[src/rtl/audio_pkg.sv]
// Shared types and defaults for the audio serial-to-parallel path.
package audio_pkg;

    localparam int DEF_WORD_W     = 16;
    localparam int DEF_FIFO_DEPTH = 4;

    typedef logic [DEF_WORD_W-1:0] audio_word_t;

    typedef enum logic {
        IDLE  = 1'b0,
        SHIFT = 1'b1
    } deser_state_t;

endpackage

[src/rtl/sync_fifo.sv]
// First-word-fall-through synchronous FIFO with occupancy output.
// A push into a full FIFO is accepted only when a pop happens on the same edge.
module sync_fifo #(
    parameter int WIDTH = 16,
    parameter int DEPTH = 4
) (
    input  logic                     clock,
    input  logic                     reset_n,
    input  logic                     push,
    input  logic [WIDTH-1:0]         wr_data,
    input  logic                     pop,
    output logic [WIDTH-1:0]         rd_data,
    output logic                     valid,
    output logic                     full,
    output logic [$clog2(DEPTH):0]   level
);

    localparam int AW    = $clog2(DEPTH);
    localparam int LVL_W = AW + 1;

    logic [WIDTH-1:0] mem [DEPTH];
    logic [AW-1:0]    wr_ptr;
    logic [AW-1:0]    rd_ptr;
    logic             push_en;
    logic             pop_en;

    assign valid   = (level != '0);
    assign full    = (level == LVL_W'(DEPTH));
    assign pop_en  = pop && valid;
    assign push_en = push && (!full || pop_en);
    // Output forced to zero while empty so it reads 0 straight out of reset.
    assign rd_data = valid ? mem[rd_ptr] : '0;

    always_ff @(posedge clock) begin
        if (push_en) begin
            mem[wr_ptr] <= wr_data;
        end
    end

    always_ff @(posedge clock or negedge reset_n) begin
        if (!reset_n) begin
            wr_ptr <= '0;
            rd_ptr <= '0;
            level  <= '0;
        end else begin
            if (push_en) begin
                wr_ptr <= wr_ptr + 1'b1;
            end
            if (pop_en) begin
                rd_ptr <= rd_ptr + 1'b1;
            end
            case ({push_en, pop_en})
                2'b10:   level <= level + 1'b1;
                2'b01:   level <= level - 1'b1;
                default: level <= level;
            endcase
        end
    end

endmodule

[src/rtl/deserializer.sv]
// Serial audio deserializer: shifts MSB-first bits into words and buffers them
// in a FWFT FIFO. Handshake: a word moves on any edge where word_valid && word_ready.
module deserializer
    import audio_pkg::*;
#(
    parameter int WORD_W     = DEF_WORD_W,
    parameter int FIFO_DEPTH = DEF_FIFO_DEPTH
) (
    input  logic                          clock,
    input  logic                          reset_n,
    input  logic                          enable,
    input  logic                          audio_data,
    output logic [WORD_W-1:0]             word_out,
    output logic                          word_valid,
    input  logic                          word_ready,
    output logic                          done,
    output logic [$clog2(WORD_W)-1:0]     bit_count,
    output logic [$clog2(FIFO_DEPTH):0]   fifo_level,
    output logic                          overrun,
    input  logic                          overrun_clear,
    output logic                          state_dbg
);

    localparam int                CNT_W    = $clog2(WORD_W);
    localparam logic [CNT_W-1:0]  LAST_BIT = CNT_W'(WORD_W - 1);

    deser_state_t      state;
    deser_state_t      state_nxt;
    logic [WORD_W-2:0] shreg;
    logic              shift_en;
    logic              push;
    logic              fifo_full;
    logic [WORD_W-1:0] push_word;

    assign state_dbg = state;
    assign push_word = {shreg, audio_data};

    // Sampling is gated by enable alone so the first high cycle already captures bit 0.
    always_comb begin
        state_nxt = state;
        shift_en  = 1'b0;
        push      = 1'b0;
        case (state)
            IDLE: begin
                if (enable) begin
                    state_nxt = SHIFT;
                    shift_en  = 1'b1;
                end
            end
            SHIFT: begin
                if (enable) begin
                    shift_en = 1'b1;
                end else begin
                    state_nxt = IDLE;
                end
            end
            default: state_nxt = IDLE;
        endcase
        push = shift_en && (bit_count == LAST_BIT);
    end

    always_ff @(posedge clock or negedge reset_n) begin
        if (!reset_n) begin
            state <= IDLE;
        end else begin
            state <= state_nxt;
        end
    end

    always_ff @(posedge clock or negedge reset_n) begin
        if (!reset_n) begin
            shreg     <= '0;
            bit_count <= '0;
            done      <= 1'b0;
        end else begin
            done <= push;
            if (!shift_en) begin
                shreg     <= '0;
                bit_count <= '0;
            end else begin
                shreg     <= push_word[WORD_W-2:0];
                bit_count <= push ? '0 : bit_count + 1'b1;
            end
        end
    end

    // A set on the same edge as a clear wins so no drop event is lost.
    always_ff @(posedge clock or negedge reset_n) begin
        if (!reset_n) begin
            overrun <= 1'b0;
        end else if (push && fifo_full && !(word_valid && word_ready)) begin
            overrun <= 1'b1;
        end else if (overrun_clear) begin
            overrun <= 1'b0;
        end
    end

    sync_fifo #(
        .WIDTH (WORD_W),
        .DEPTH (FIFO_DEPTH)
    ) u_fifo (
        .clock   (clock),
        .reset_n (reset_n),
        .push    (push),
        .wr_data (push_word),
        .pop     (word_ready),
        .rd_data (word_out),
        .valid   (word_valid),
        .full    (fifo_full),
        .level   (fifo_level)
    );

endmodule

[config.mk]
export PLATFORM = sky130hd
export DESIGN_NAME = deserializer
export DESIGN_NICKNAME = d
export VERILOG_FILES = /design/src/rtl/audio_pkg.sv /design/src/rtl/sync_fifo.sv /design/src/rtl/deserializer.sv
export SDC_FILE = /design/constraint.sdc
export NUM_CORES = 1
export LEC_CHECK = 0
export BUFFER_PORTS_ARGS = -buffer_cell sky130_fd_sc_hd__buf_2
export CAP_MARGIN = 20
export CORE_MARGIN = 2
export CORE_UTILIZATION = 40
export CTS_CLUSTER_SIZE = 24
export DETAILED_ROUTE_END_ITERATION = 8
export PLACE_DENSITY = 0.62
export SLEW_MARGIN = 20
export SYNTH_ARGS = -nofsm -noshare
export SYNTH_HDL_FRONTEND = slang
export SYNTH_HIERARCHICAL = 1
export SYNTH_SLANG_ARGS = --single-unit
export TNS_END_PERCENT = 1
[constraint.sdc]
create_clock -name clock -period 3.5 [get_ports clock]
set_clock_uncertainty 0.05 [all_clocks]
set_input_delay 0.7 -clock clock [delete_from_list [all_inputs] [get_ports clock]]
set_output_delay 0.7 -clock clock [all_outputs]
set_load 0.05 [all_outputs]
==> impl_metrics.py <==
metrics = {
    "outcome": {
        "status": "finished clean",
    },
    "setup_path": {
        "cpPeakStageDelay_ps": 650,
        "r2r_slack_ps": 1080,
        "path_cells": "buf_12 -> mux4_2 -> and2_1 -> buf_2",
        "critPathRequiredTime_ps": 2750,
        "slowest_stage": "dfrtp_1",
        "cp.arrival_ps": 2090,
        "path_delay_family": "flip-flops",
        "crit_path_max_fanout": 11,
        "cp-start-kind": "register",
        "ff2ff_path_depth": 8,
        "crit_type": "reg2out",
        "end_kind": "output pin",
        "worstReg2RegStart": "u_fifo/level[0]$_DFFE_PN0P_",
        "r2r_end": "u_fifo/level[2]$_DFFE_PN0P_",
        "crit_buf_inv": 2,
    },
    "clock_network": {
        "cts_setup_buffers": 0,
        "cts-htree-levels": 3,
        "cts_made_buffers": 9,
        "clk_pin_slew_ps": 90,
        "tritoncts": "built",
        "clock-sinks": 93,
        "clockBufferDepth": 2,
        "cts_resized": 0,
        "cts-root-buf": "clkbuf_8",
        "clk_latency_ps": 350,
        "hold_buffers": 0,
    },
    "place": {
        "gp_congestion": 0.684,
        "dp.cells": 327,
        "place_area_um2": 3890,
        "dp_hpwl_mm": 3.62,
        "io_buffers": 32,
    },
    "drt": {
        "routed_via_density": 4.82,
        "via_count": 1650,
        "wl_per_cell_um": 16.9,
        "drt_iter0_drc": 58,
        "ant_nets": 0,
        "firstDrtPassIters": 4,
        "drc": 0,
        "finalWirelength_mm": 5.78,
    },
    "sta": {
        "finalCritPeriodShare": 0.812,
        "hold_viol": 0,
        "slew_viol_final": 0,
        "rsz0062_at_grt": "false",
        "fmax_ghz": 0.352,
        "fin_crit_ps": 2840,
        "setup_tns_ps": 0,
        "setup-violations-final": 0,
        "worstMarginPinSlew_ps": 671,
        "maxSlewHeadroom": 0.553,
    },
    "logic_synthesis": {
        "ys_seq_elements": 93,
        "ys_warn_count": 6,
        "syn-num-nets": 205,
        "synth_fa_ha_area_frac": 0.0263,
        "synth-compound-area-share": 0.0132,
        "synthXorXnorAreaFrac": 0.0170,
        "synth_cell_types": 28,
        "syn_area_um2": 3610,
        "avgSynthCellArea_um2": 18.8,
        "synth_simple_gate_area_share": 0.0824,
        "synthMuxAreaShare": 0.107,
        "netlist_instances": 192,
        "synth-edff-count": 64,
        "synth_top_family_by_area": "multiplexers",
        "async_flop_share": 0.312,
        "yosysSeqAreaShare": 0.733,
        "synth_ff_type": "edfxtp_1",
    },
    "cells_and_area": {
        "layout_common_cells": "edfxtp_1, buf_2, dfrtp_1",
        "final_common_cell": "edfxtp_1",
        "final_cells": 342,
        "final_cell_area_um2": 4050,
        "drive_above_1_share": 0.329,
        "n_fill_cell": 758,
        "nNetsFinal": 243,
        "syn2layout_area_growth_pct": 12.2,
        "n_antenna_cell": 0,
    },
    "die": {
        "die_w_um": 99.0,
        "initial_utilization": 0.414,
        "dieArea_um2": 9810,
        "coreArea_um2": 8720,
        "num_rows": 34,
        "pin_count": 33,
        "dieHeight_um": 99.0,
    },
    "global_routing": {
        "grt_pass1_vias": 1747,
        "grt_first_pass_wirelength_mm": 9.49,
        "grt_util_all_layers": 0.130,
        "grt_remaining_overflow": 0,
        "antenna_found_initial": 0,
        "grt_max_degree": 30,
    },
    "power": {
        "cellPowerDensity_nw_per_um2": 723,
        "leakage_nw": 1.65,
        "ir_drop_uv": 301,
    },
    "flow_run": {
        "drv_cap": 0,
    },
    "worst_hold_path": {
        "min_path_type": "in2async",
    },
}
==> logic make-up after synthesis <==
group / count (synthesis)
flip-flops: 93
AND/OR/NAND/NOR: 46
multiplexers: 18
buffers and inverters: 16
XOR/XNOR: 7
adder cells (fa/ha/maj): 7
AO/OA/AOI/OAI: 5
==> how the worst max path moves through the flow <==
stage	start	end	slack (ps)	cells after the start
6_report	u_fifo/rd_ptr[0]$_DFFE_PN0P_	word_out[10]	660	4
3_5_place_dp	u_fifo/rd_ptr[0]$_DFFE_PN0P_	word_out[13]	980	4
3_3_place_gp	enable	u_fifo/level[2]$_DFFE_PN0P_	990	10
2_1_floorplan	u_fifo/level[0]$_DFFE_PN0P_	word_out[10]	570	4
5_1_grt	u_fifo/rd_ptr[0]$_DFFE_PN0P_	word_out[9]	480	4
4_1_cts	u_fifo/rd_ptr[0]$_DFFE_PN0P_	word_out[13]	590	4
==> cell type report <==
cell class | count | area (um^2) | share of cell area
inverter | 9 | 33.8 | 0.00833
sequential | 93 | 2650 | 0.653
clock inverter | 6 | 38.8 | 0.00957
multi-input combinational | 83 | 887 | 0.219
clock buffer | 9 | 124 | 0.0306
timing repair buffer | 34 | 188 | 0.0463
tap | 108 | 135 | 0.0333
==> layer usage <==
metal / share of wire / up-vias / global-route usage
li1: - / 785 / -
met1: 0.45 / 819 / 0.168
met2: 0.49 / 39 / 0.209
met3: 0.049 / 7 / 0.0376
met4: 0.010 / 0 / 0.0506
met5: 0 / - / 0
==> worst reg2reg max path, stage by stage, from the launching register on <==
cell and delay, ps:
dfrtp_1 430, or3_1 530, and2_1 290, ha_1 220, inv_1 60, fa_1 370
xor2_1 150, nor2_1 110, xor2_1 150
==> synth_stat cells (all sizes together) (2+ instances only) <==
| cell | number | area share |
|---|---|---|
| and2 | 36 | 0.065 |
| buf | 5 | 0.010 |
| clkbuf | 2 | 0.0021 |
| dfrtp | 29 | 0.20 |
| edfxtp | 64 | 0.53 |
| ha | 6 | 0.021 |
| inv | 9 | 0.0093 |
| mux4 | 16 | 0.10 |
| nand3 | 2 | 0.0028 |
| nor2 | 2 | 0.0021 |
| xnor2 | 4 | 0.0097 |
| xor2 | 3 | 0.0073 |
==> registers in the layout (all words and copies together), names as in the netlist <==
register	flops
u_fifo/rd_ptr	2
u_fifo/wr_ptr	2
u_fifo/mem	64
state_dbg	1
shreg	15
done	1
bit_count	4
overrun	1
u_fifo/level	3
==> metrics by stage <==
step | power [W] | setup slack [ps] | utilization | hold WS (ps)
after floorplan | 0.00215 | 574 | - | 354
after detailed placement | 0.00237 | 983 | 0.446 | 449
after CTS | 0.00298 | 590 | 0.465 | 328
final | 0.00293 | 658 | 0.465 | 327
after global routing | 0.00308 | 475 | 0.465 | 368
after global placement | 0.00236 | 991 | 0.446 | 424
==> power breakdown <==
part | switching, W | internal [W] | leakage [nW]
combinational | 0.000688 | 0.000363 | 0.548
clock | 0.000354 | 0.000253 | 0.0813
sequential | 0.0000694 | 0.00120 | 1.02
total | 0.00111 | 0.00182 | 1.65
(Power assumes the default switching activity.)
